===== config.mk =====
export PLATFORM = sky130hd
export DESIGN_NAME = pucch_re_mapper
export DESIGN_NICKNAME = d
export VERILOG_FILES = /design/src/rtl/pucch_re_mapper_pkg.sv /design/src/rtl/pucch_re_mapper_buf.sv /design/src/rtl/pucch_re_mapper.sv
export SDC_FILE = /design/constraint.sdc
export NUM_CORES = 1
export LEC_CHECK = 0
export BUFFER_PORTS_ARGS = -buffer_cell sky130_fd_sc_hd__buf_2
export CAP_MARGIN = 20
export CORE_MARGIN = 1.5
export CORE_UTILIZATION = 65
export DETAILED_ROUTE_END_ITERATION = 16
export PLACE_DENSITY = 0.83
export SYNTH_ARGS = -nofsm -noshare
export SYNTH_HDL_FRONTEND = slang
export SYNTH_SLANG_ARGS = --single-unit

===== constraint.sdc =====
create_clock -name clk -period 10.77 [get_ports clk]
set_clock_uncertainty 0.1 [all_clocks]
set_input_delay 2.154 -clock clk [delete_from_list [all_inputs] [get_ports clk]]
set_output_delay 2.154 -clock clk [all_outputs]
set_load 0.01 [all_outputs]

===== src/rtl/pucch_re_mapper_pkg.sv =====
// Shared types for the PUCCH RE mapper: complex sample, grid constants, FSM states.
package pucch_pkg;

    typedef struct packed {
        logic signed [15:0] re;
        logic signed [15:0] im;
    } cplx16_t;

    localparam int NRBSC       = 12;
    localparam int N_SLOT_SYMB = 14;

    typedef enum logic [1:0] {IDLE, WAIT, OUT, DONE} map_state_t;

endpackage


===== src/rtl/pucch_re_mapper_buf.sv =====
// Two 12-sample ping-pong buffers; write side cannot stall, so a write into a full buffer is dropped and flagged.
// Combinational read of the read-side buffer; a free and a write to the same buffer in one cycle frees first.
module pucch_pingpong_buf
    import pucch_pkg::*;
(
    input  logic       clk,
    input  logic       rst,
    input  logic       i_clr,
    input  logic       i_wr_vld,
    input  cplx16_t    i_wr_dat,
    input  logic       i_free,
    input  logic [3:0] i_rd_addr,
    output cplx16_t    o_rd_dat,
    output logic       o_rd_full,
    output logic       o_wr_acc,
    output logic       o_ovf
);

    cplx16_t    r_mem [2][NRBSC];
    logic [1:0] r_full;
    logic       r_wr_ptr;
    logic       r_rd_ptr;
    logic [3:0] r_wr_addr;
    logic       w_wr_blocked;

    // Both buffers full means the write pointer has caught up with the read pointer.
    assign w_wr_blocked = r_full[r_wr_ptr] && !(i_free && (r_rd_ptr == r_wr_ptr));
    assign o_wr_acc     = i_wr_vld && !w_wr_blocked;
    assign o_ovf        = i_wr_vld && w_wr_blocked;
    assign o_rd_full    = r_full[r_rd_ptr];
    assign o_rd_dat     = r_mem[r_rd_ptr][i_rd_addr];

    always_ff @(posedge clk) begin
        if (o_wr_acc) begin
            r_mem[r_wr_ptr][r_wr_addr] <= i_wr_dat;
        end
    end

    always_ff @(posedge clk or posedge rst) begin
        if (rst) begin
            r_full    <= '0;
            r_wr_ptr  <= 1'b0;
            r_rd_ptr  <= 1'b0;
            r_wr_addr <= '0;
        end else if (i_clr) begin
            r_full    <= '0;
            r_wr_ptr  <= 1'b0;
            r_rd_ptr  <= 1'b0;
            r_wr_addr <= '0;
        end else begin
            if (i_free) begin
                r_full[r_rd_ptr] <= 1'b0;
                r_rd_ptr         <= !r_rd_ptr;
            end
            if (o_wr_acc) begin
                if (r_wr_addr == 4'(NRBSC - 1)) begin
                    r_wr_addr        <= '0;
                    r_full[r_wr_ptr] <= 1'b1;
                    r_wr_ptr         <= !r_wr_ptr;
                end else begin
                    r_wr_addr <= r_wr_addr + 4'd1;
                end
            end
        end
    end

endmodule


===== src/rtl/pucch_re_mapper.sv =====
// Maps 12-sample PUCCH symbols onto one PRB of an N_SC grid row, zero elsewhere; valid/ready output, o_valid 2 cycles
// after a row's 12th sample when idle-waiting, held while !i_ready. PUCCH_FREQ_HOP_EN enables intra-slot hopping.
module pucch_re_mapper
    import pucch_pkg::*;
#(
    parameter int N_RB = 4,
    parameter int SC_W = 6
) (
    input  logic            clk,
    input  logic            rst,
    input  logic            i_start,
    input  logic [7:0]      i_start_prb,
    input  logic [7:0]      i_second_prb,
    input  logic [3:0]      i_sym_start,
    input  logic [3:0]      i_n_sym,
    input  logic            i_valid,
    input  logic [15:0]     i_re,
    input  logic [15:0]     i_im,
    output logic            o_valid,
    input  logic            i_ready,
    output logic [15:0]     o_re,
    output logic [15:0]     o_im,
    output logic [SC_W-1:0] o_sc,
    output logic [3:0]      o_sym,
    output logic            o_last,
    output logic            o_busy,
    output logic            o_overflow,
    output logic            o_cfg_err
);

    localparam int N_SC  = N_RB * NRBSC;
    localparam int CNT_W = $clog2(N_SLOT_SYMB * NRBSC + 1);

    map_state_t      r_state;
    logic [7:0]      r_prb0;
    logic [7:0]      r_prb1;
    logic [3:0]      r_sym_start;
    logic [3:0]      r_n_sym;
    logic [3:0]      r_row;
    logic [CNT_W-1:0] r_cnt;
    logic            r_valid;
    logic [15:0]     r_re;
    logic [15:0]     r_im;
    logic [SC_W-1:0] r_sc;
    logic [3:0]      r_sym;
    logic            r_last;
    logic            r_ovf;
    logic            r_cfg_err;

    logic            w_cfg_bad;
    logic [7:0]      w_prb;
    logic [CNT_W-1:0] w_cnt_lim;
    logic            w_wr_vld;
    logic            w_wr_acc;
    logic            w_ovf;
    logic            w_clr;
    logic            w_hs;
    logic            w_row_end;
    logic            w_last_row;
    logic            w_rd_full;
    cplx16_t         w_wr_dat;
    cplx16_t         w_rd_dat;
    logic [SC_W-1:0] w_ld_sc;
    logic [11:0]     w_base;
    logic [11:0]     w_sc12;
    logic            w_in_prb;
    logic [3:0]      w_rd_addr;

`ifdef PUCCH_FREQ_HOP_EN
    assign w_cfg_bad = (i_start_prb >= 8'(N_RB)) || (i_second_prb >= 8'(N_RB)) || (i_n_sym == 4'd0);
    // A single-symbol allocation never hops.
    assign w_prb = ((r_n_sym > 4'd1) && (r_row >= (r_n_sym >> 1))) ? r_prb1 : r_prb0;
`else
    logic w_unused_prb;
    assign w_unused_prb = ^{i_second_prb, r_prb1};
    assign w_cfg_bad    = (i_start_prb >= 8'(N_RB)) || (i_n_sym == 4'd0);
    assign w_prb        = r_prb0;
`endif

    // Only stored samples count toward the allocation; dropped ones do not.
    assign w_cnt_lim  = CNT_W'(r_n_sym) * CNT_W'(NRBSC);
    assign w_wr_vld   = i_valid && ((r_state == WAIT) || (r_state == OUT)) && (r_cnt < w_cnt_lim);
    assign w_wr_dat   = '{re: i_re, im: i_im};
    assign w_clr      = (r_state == IDLE) && i_start && !w_cfg_bad;
    assign w_hs       = r_valid && i_ready;
    assign w_row_end  = (r_state == OUT) && w_hs && (r_sc == SC_W'(N_SC - 1));
    assign w_last_row = (r_row == r_n_sym - 4'd1);

    assign w_ld_sc   = (r_state == OUT) ? r_sc + SC_W'(1) : '0;
    assign w_base    = 12'(w_prb) * 12'(NRBSC);
    assign w_sc12    = 12'(w_ld_sc);
    assign w_in_prb  = (w_sc12 >= w_base) && (w_sc12 < w_base + 12'(NRBSC));
    assign w_rd_addr = w_in_prb ? 4'(w_sc12 - w_base) : 4'd0;

    pucch_pingpong_buf u_buf (
        .clk       (clk),
        .rst       (rst),
        .i_clr     (w_clr),
        .i_wr_vld  (w_wr_vld),
        .i_wr_dat  (w_wr_dat),
        .i_free    (w_row_end),
        .i_rd_addr (w_rd_addr),
        .o_rd_dat  (w_rd_dat),
        .o_rd_full (w_rd_full),
        .o_wr_acc  (w_wr_acc),
        .o_ovf     (w_ovf)
    );

    always_ff @(posedge clk or posedge rst) begin
        if (rst) begin
            r_state     <= IDLE;
            r_prb0      <= '0;
            r_prb1      <= '0;
            r_sym_start <= '0;
            r_n_sym     <= '0;
            r_row       <= '0;
            r_cnt       <= '0;
            r_valid     <= 1'b0;
            r_re        <= '0;
            r_im        <= '0;
            r_sc        <= '0;
            r_sym       <= '0;
            r_last      <= 1'b0;
            r_ovf       <= 1'b0;
            r_cfg_err   <= 1'b0;
        end else begin
            r_cfg_err <= 1'b0;
            if (w_ovf) begin
                r_ovf <= 1'b1;
            end
            if (w_wr_acc) begin
                r_cnt <= r_cnt + CNT_W'(1);
            end
            case (r_state)
                IDLE: begin
                    if (i_start) begin
                        if (w_cfg_bad) begin
                            r_cfg_err <= 1'b1;
                        end else begin
                            r_prb0      <= i_start_prb;
                            r_prb1      <= i_second_prb;
                            r_sym_start <= i_sym_start;
                            r_n_sym     <= i_n_sym;
                            r_row       <= '0;
                            r_cnt       <= '0;
                            r_ovf       <= 1'b0;
                            r_state     <= WAIT;
                        end
                    end
                end
                WAIT: begin
                    if (w_rd_full) begin
                        r_state <= OUT;
                        r_valid <= 1'b1;
                        r_sc    <= w_ld_sc;
                        r_sym   <= r_sym_start + r_row;
                        r_re    <= w_in_prb ? w_rd_dat.re : '0;
                        r_im    <= w_in_prb ? w_rd_dat.im : '0;
                        r_last  <= w_last_row && (w_ld_sc == SC_W'(N_SC - 1));
                    end
                end
                OUT: begin
                    if (w_row_end) begin
                        r_valid <= 1'b0;
                        r_last  <= 1'b0;
                        r_row   <= r_row + 4'd1;
                        r_state <= w_last_row ? DONE : WAIT;
                    end else if (w_hs) begin
                        r_sc   <= w_ld_sc;
                        r_re   <= w_in_prb ? w_rd_dat.re : '0;
                        r_im   <= w_in_prb ? w_rd_dat.im : '0;
                        r_last <= w_last_row && (w_ld_sc == SC_W'(N_SC - 1));
                    end
                end
                DONE: begin
                    r_state <= IDLE;
                end
                default: begin
                    r_state <= IDLE;
                end
            endcase
        end
    end

    assign o_valid    = r_valid;
    assign o_re       = r_re;
    assign o_im       = r_im;
    assign o_sc       = r_sc;
    assign o_sym      = r_sym;
    assign o_last     = r_last;
    assign o_busy     = (r_state != IDLE);
    assign o_overflow = r_ovf;
    assign o_cfg_err  = r_cfg_err;

endmodule


==> out/metrics.yaml <==
logic_synthesis:
  synth.avg_cell_area_um2: 20.1
  synth.top_cell.area_share_pct: 68.7
  syn_area_um2: 33600
  post_synth_num_cell_types: 51
  syn-num-nets: 1781
  synth_area_leader_cell: "edfxtp_1"
  synth_cells: 1671
  ys.flop_type: "edfxtp_1"
  yosys_warnings: 0
  synth_area_leaders: "edfxtp_1 69%, mux4_2 13%, dfrtp_1 6.3%"
  synth_edf_count: 768
  synth_seq_cells: 852
  ys_async_sr_fraction_pct: 9.86
  yosysSeqAreaShare_pct: 75.0
sta:
  rsz0062_at_grt: "no"
  tightest_slew_ps: 1170
  final.min_clock_period_ps: 5900
  fin_crit_sh_pct: 54.7
  fin_tns_setup_ps: 0
  drv_slew: 0
  setup_violations: 0
  max_freq_ghz: 0.170
  relSlewSlack_pct: 21.7
  finalHoldViolations: 0
layout:
  final_util_pct: 73.6
  syn_to_final_growth_pct: 12.3
  fill_cells: 2751
  drive_gt1_share_pct: 26.3
  final_nets: 1921
global_routing:
  grt_max_degree: 115
  grt_antenna_before_repair: 2
  overflow: 0
  grt_usage_pct: 31.5
  grt_pass1_wl_um: 119000
  grt_pass1_vias: 18400
critical_path:
  crit_required_ps: 10960
  rr_worst_depth: 15
  critPathCaptureType: "register"
  path_class: "in -> reg"
  cp.arrival_ps: 6080
  start_kind: "input port"
  critPathLaunch: "i_ready"
  crit_fanout: 20
  r2r-start: "r_state[0]"
floorplan:
  start_util_pct: 65.6
  core_um2: 51200
  dieArea_um2: 53000
  ios: 108
  die-width_um: 230
  die_h_um: 230
  fp-row-count: 83
routing:
  drc_errors: 0
  final_antenna_net_count: 0
  wl_um: 81600
  dr_total_vias: 18000
  drtIter0Drc: 2507
  drt_pre_antenna_iters: 6
  vias_per_cell: 7.03
  wl_per_cell_um: 31.9
min_path:
  min_delay_path_depth: 2
  hp-class: "reg -> reg"
  min_from: "o_sym[2]"
power:
  p_leak_nw: 12.7
  power.total_mw: 7.45
  ir_drop_uv: 215
  p_per_area_nw_per_um2: 198
place:
  dpl.hpwl_um: 40200
  place.gp.congestion: 0.793
  port_buffers: 99
run:
  cap_violations: 0
clocking:
  cts_made_buffers: 83
  cts-resized-gates: 0
  clkTransAtPathRegs_ps: 50
  cts_tree: "yes"
  cts_setup_buffers: 0
  clock_sinks: 852
  clkLatencyLatePin_ps: 650
  hold_buffers: 0
  cts_max_level: 3
  clock_tree.root_cell: "clkbuf_16"
  cts_buffer_depth: 3
outcome:
  status: "completed"
flip-flops by register name, indices dropped and copies added (netlist names):
register and cells:
r_prb0 8, r_row 4, u_buf.r_rd_ptr 1, r_cnt 8
o_valid 1, o_overflow 1, r_state 2, u_buf.r_wr_ptr 1
r_sym_start 4, u_buf.r_mem 768, o_re 16, o_im 16
u_buf.r_wr_addr 4, o_sc 6, r_n_sym 4, u_buf.r_full 2
o_sym 4, o_cfg_err 1, o_last 1
routing by layer:
| layer | track usage (%) | wire (um) | vias up |
|---|---|---|---|
| met5 | 0 | 0 | - |
| met4 | 14.2 | 3980 | 0 |
| met3 | 6.25 | 7820 | 273 |
| met2 | 51.9 | 40900 | 1256 |
| met1 | 41.3 | 28800 | 9270 |
| li1 | - | - | 7203 |
cells in the mapped netlist, drive strengths merged, types with 4 or more instances:
library cell,n
clkbuf,62
and2,16
a21oi,55
xor2,15
nor2b,8
o21ai,25
nand4,9
a21o,9
a22oi,34
a221oi,32
mux4,192
xnor2,13
a31oi,33
nand2b,5
nand2,71
mux2,8
nor2,39
a211oi,4
buf,23
edfxtp,768
nor4,8
dfrtp,84
inv,32
and3,4
a221o,31
nand3,11
fa,4
nor3,4
ha,45
critical path: stages:
cell       delay, ps
buf_2            100
nand4_1          110
nor3_1           470
a21boi_0         230
nand2_1          130
o21ai_0          150
a2111oi_2        330
buf_4            300
nor2b_1          370
nor3b_1          540
and2_2           700
buf_4            470
report_power, final:
group	leakage (nW)	switching (mW)	internal [mW]
clock network	1.30	1.25	1.61
registers	8.00	0.0926	3.74
logic	3.39	0.520	0.234
path summary, 6_finish.rpt:
kind,endpoint,slack (ps)
max in group asynchronous,o_sym[0],7840
min in group asynchronous,r_sym_start[2],1510
setup / recovery,u_buf.r_mem[0][296],4870
setup reg to reg,o_re[3],5110
hold / removal,o_sym[2],380
hold reg to reg,o_sym[2],380
cell type report:
| cell class | instances | area (um2) | area share, % |
|---|---|---|---|
| clock buffers | 119 | 2320 | 6.16 |
| diodes | 1 | 2.50 | 0.00664 |
| inverters | 32 | 123 | 0.325 |
| flip-flops and latches | 852 | 25200 | 66.8 |
| multi-input cells | 702 | 8040 | 21.3 |
| repair buffers | 140 | 841 | 2.23 |
| well taps | 680 | 851 | 2.26 |
| clock inverters | 35 | 349 | 0.926 |
cell usage in the layout (no fill, tap or decap), types with 13 or more instances in the layout:
master     synthesis  layout
a21oi_1           55      55
a221o_1           31      31
a221oi_1          32      32
a22oi_1           34      34
a31oi_1           33      33
and2_2             0      15
buf_2             15      99
buf_4              3      38
clkbuf_1          62      25
clkbuf_16          0      83
dfrtp_1           84      83
edfxtp_1         768     768
ha_1              45      45
inv_1             32      30
mux4_2           192     192
nand2_1           71      71
nor2_1            39      31
o21ai_0           25      25
xnor2_1           13      13
xor2_1            15      15
cell families (layout without fill, tap and decap cells):
family / count (synthesis) / count (layout) / share of synthesized area [%]
xor gates and xnor gates: 28 / 28 / 0.731
other: 0 / 1 / 0
DFF: 852 / 852 / 75.0
and+or+nand+nor: 184 / 184 / 2.61
muxes: 203 / 203 / 13.2
AOI/OAI and AO/OA: 238 / 238 / 5.04
buffers and inverters: 117 / 326 / 1.49
adders and majority gates: 49 / 49 / 1.92
per-stage QoR:
| step | setup slack [ps] | instance area, um2 | std cells | hold WS (ps) |
|---|---|---|---|---|
| after floorplan | 3380 | 33600 | 1671 | 387 |
| after global placement | 4680 | 35000 | 2404 | 365 |
| after detailed placement | 4540 | 35000 | 2404 | 369 |
| after CTS | 5010 | 37600 | 2558 | 381 |
| after global routing | 4610 | 37700 | 2561 | 422 |
| final | 4870 | 37700 | 2561 | 379 |
No activity file was read; power rests on OpenSTA's default activity.
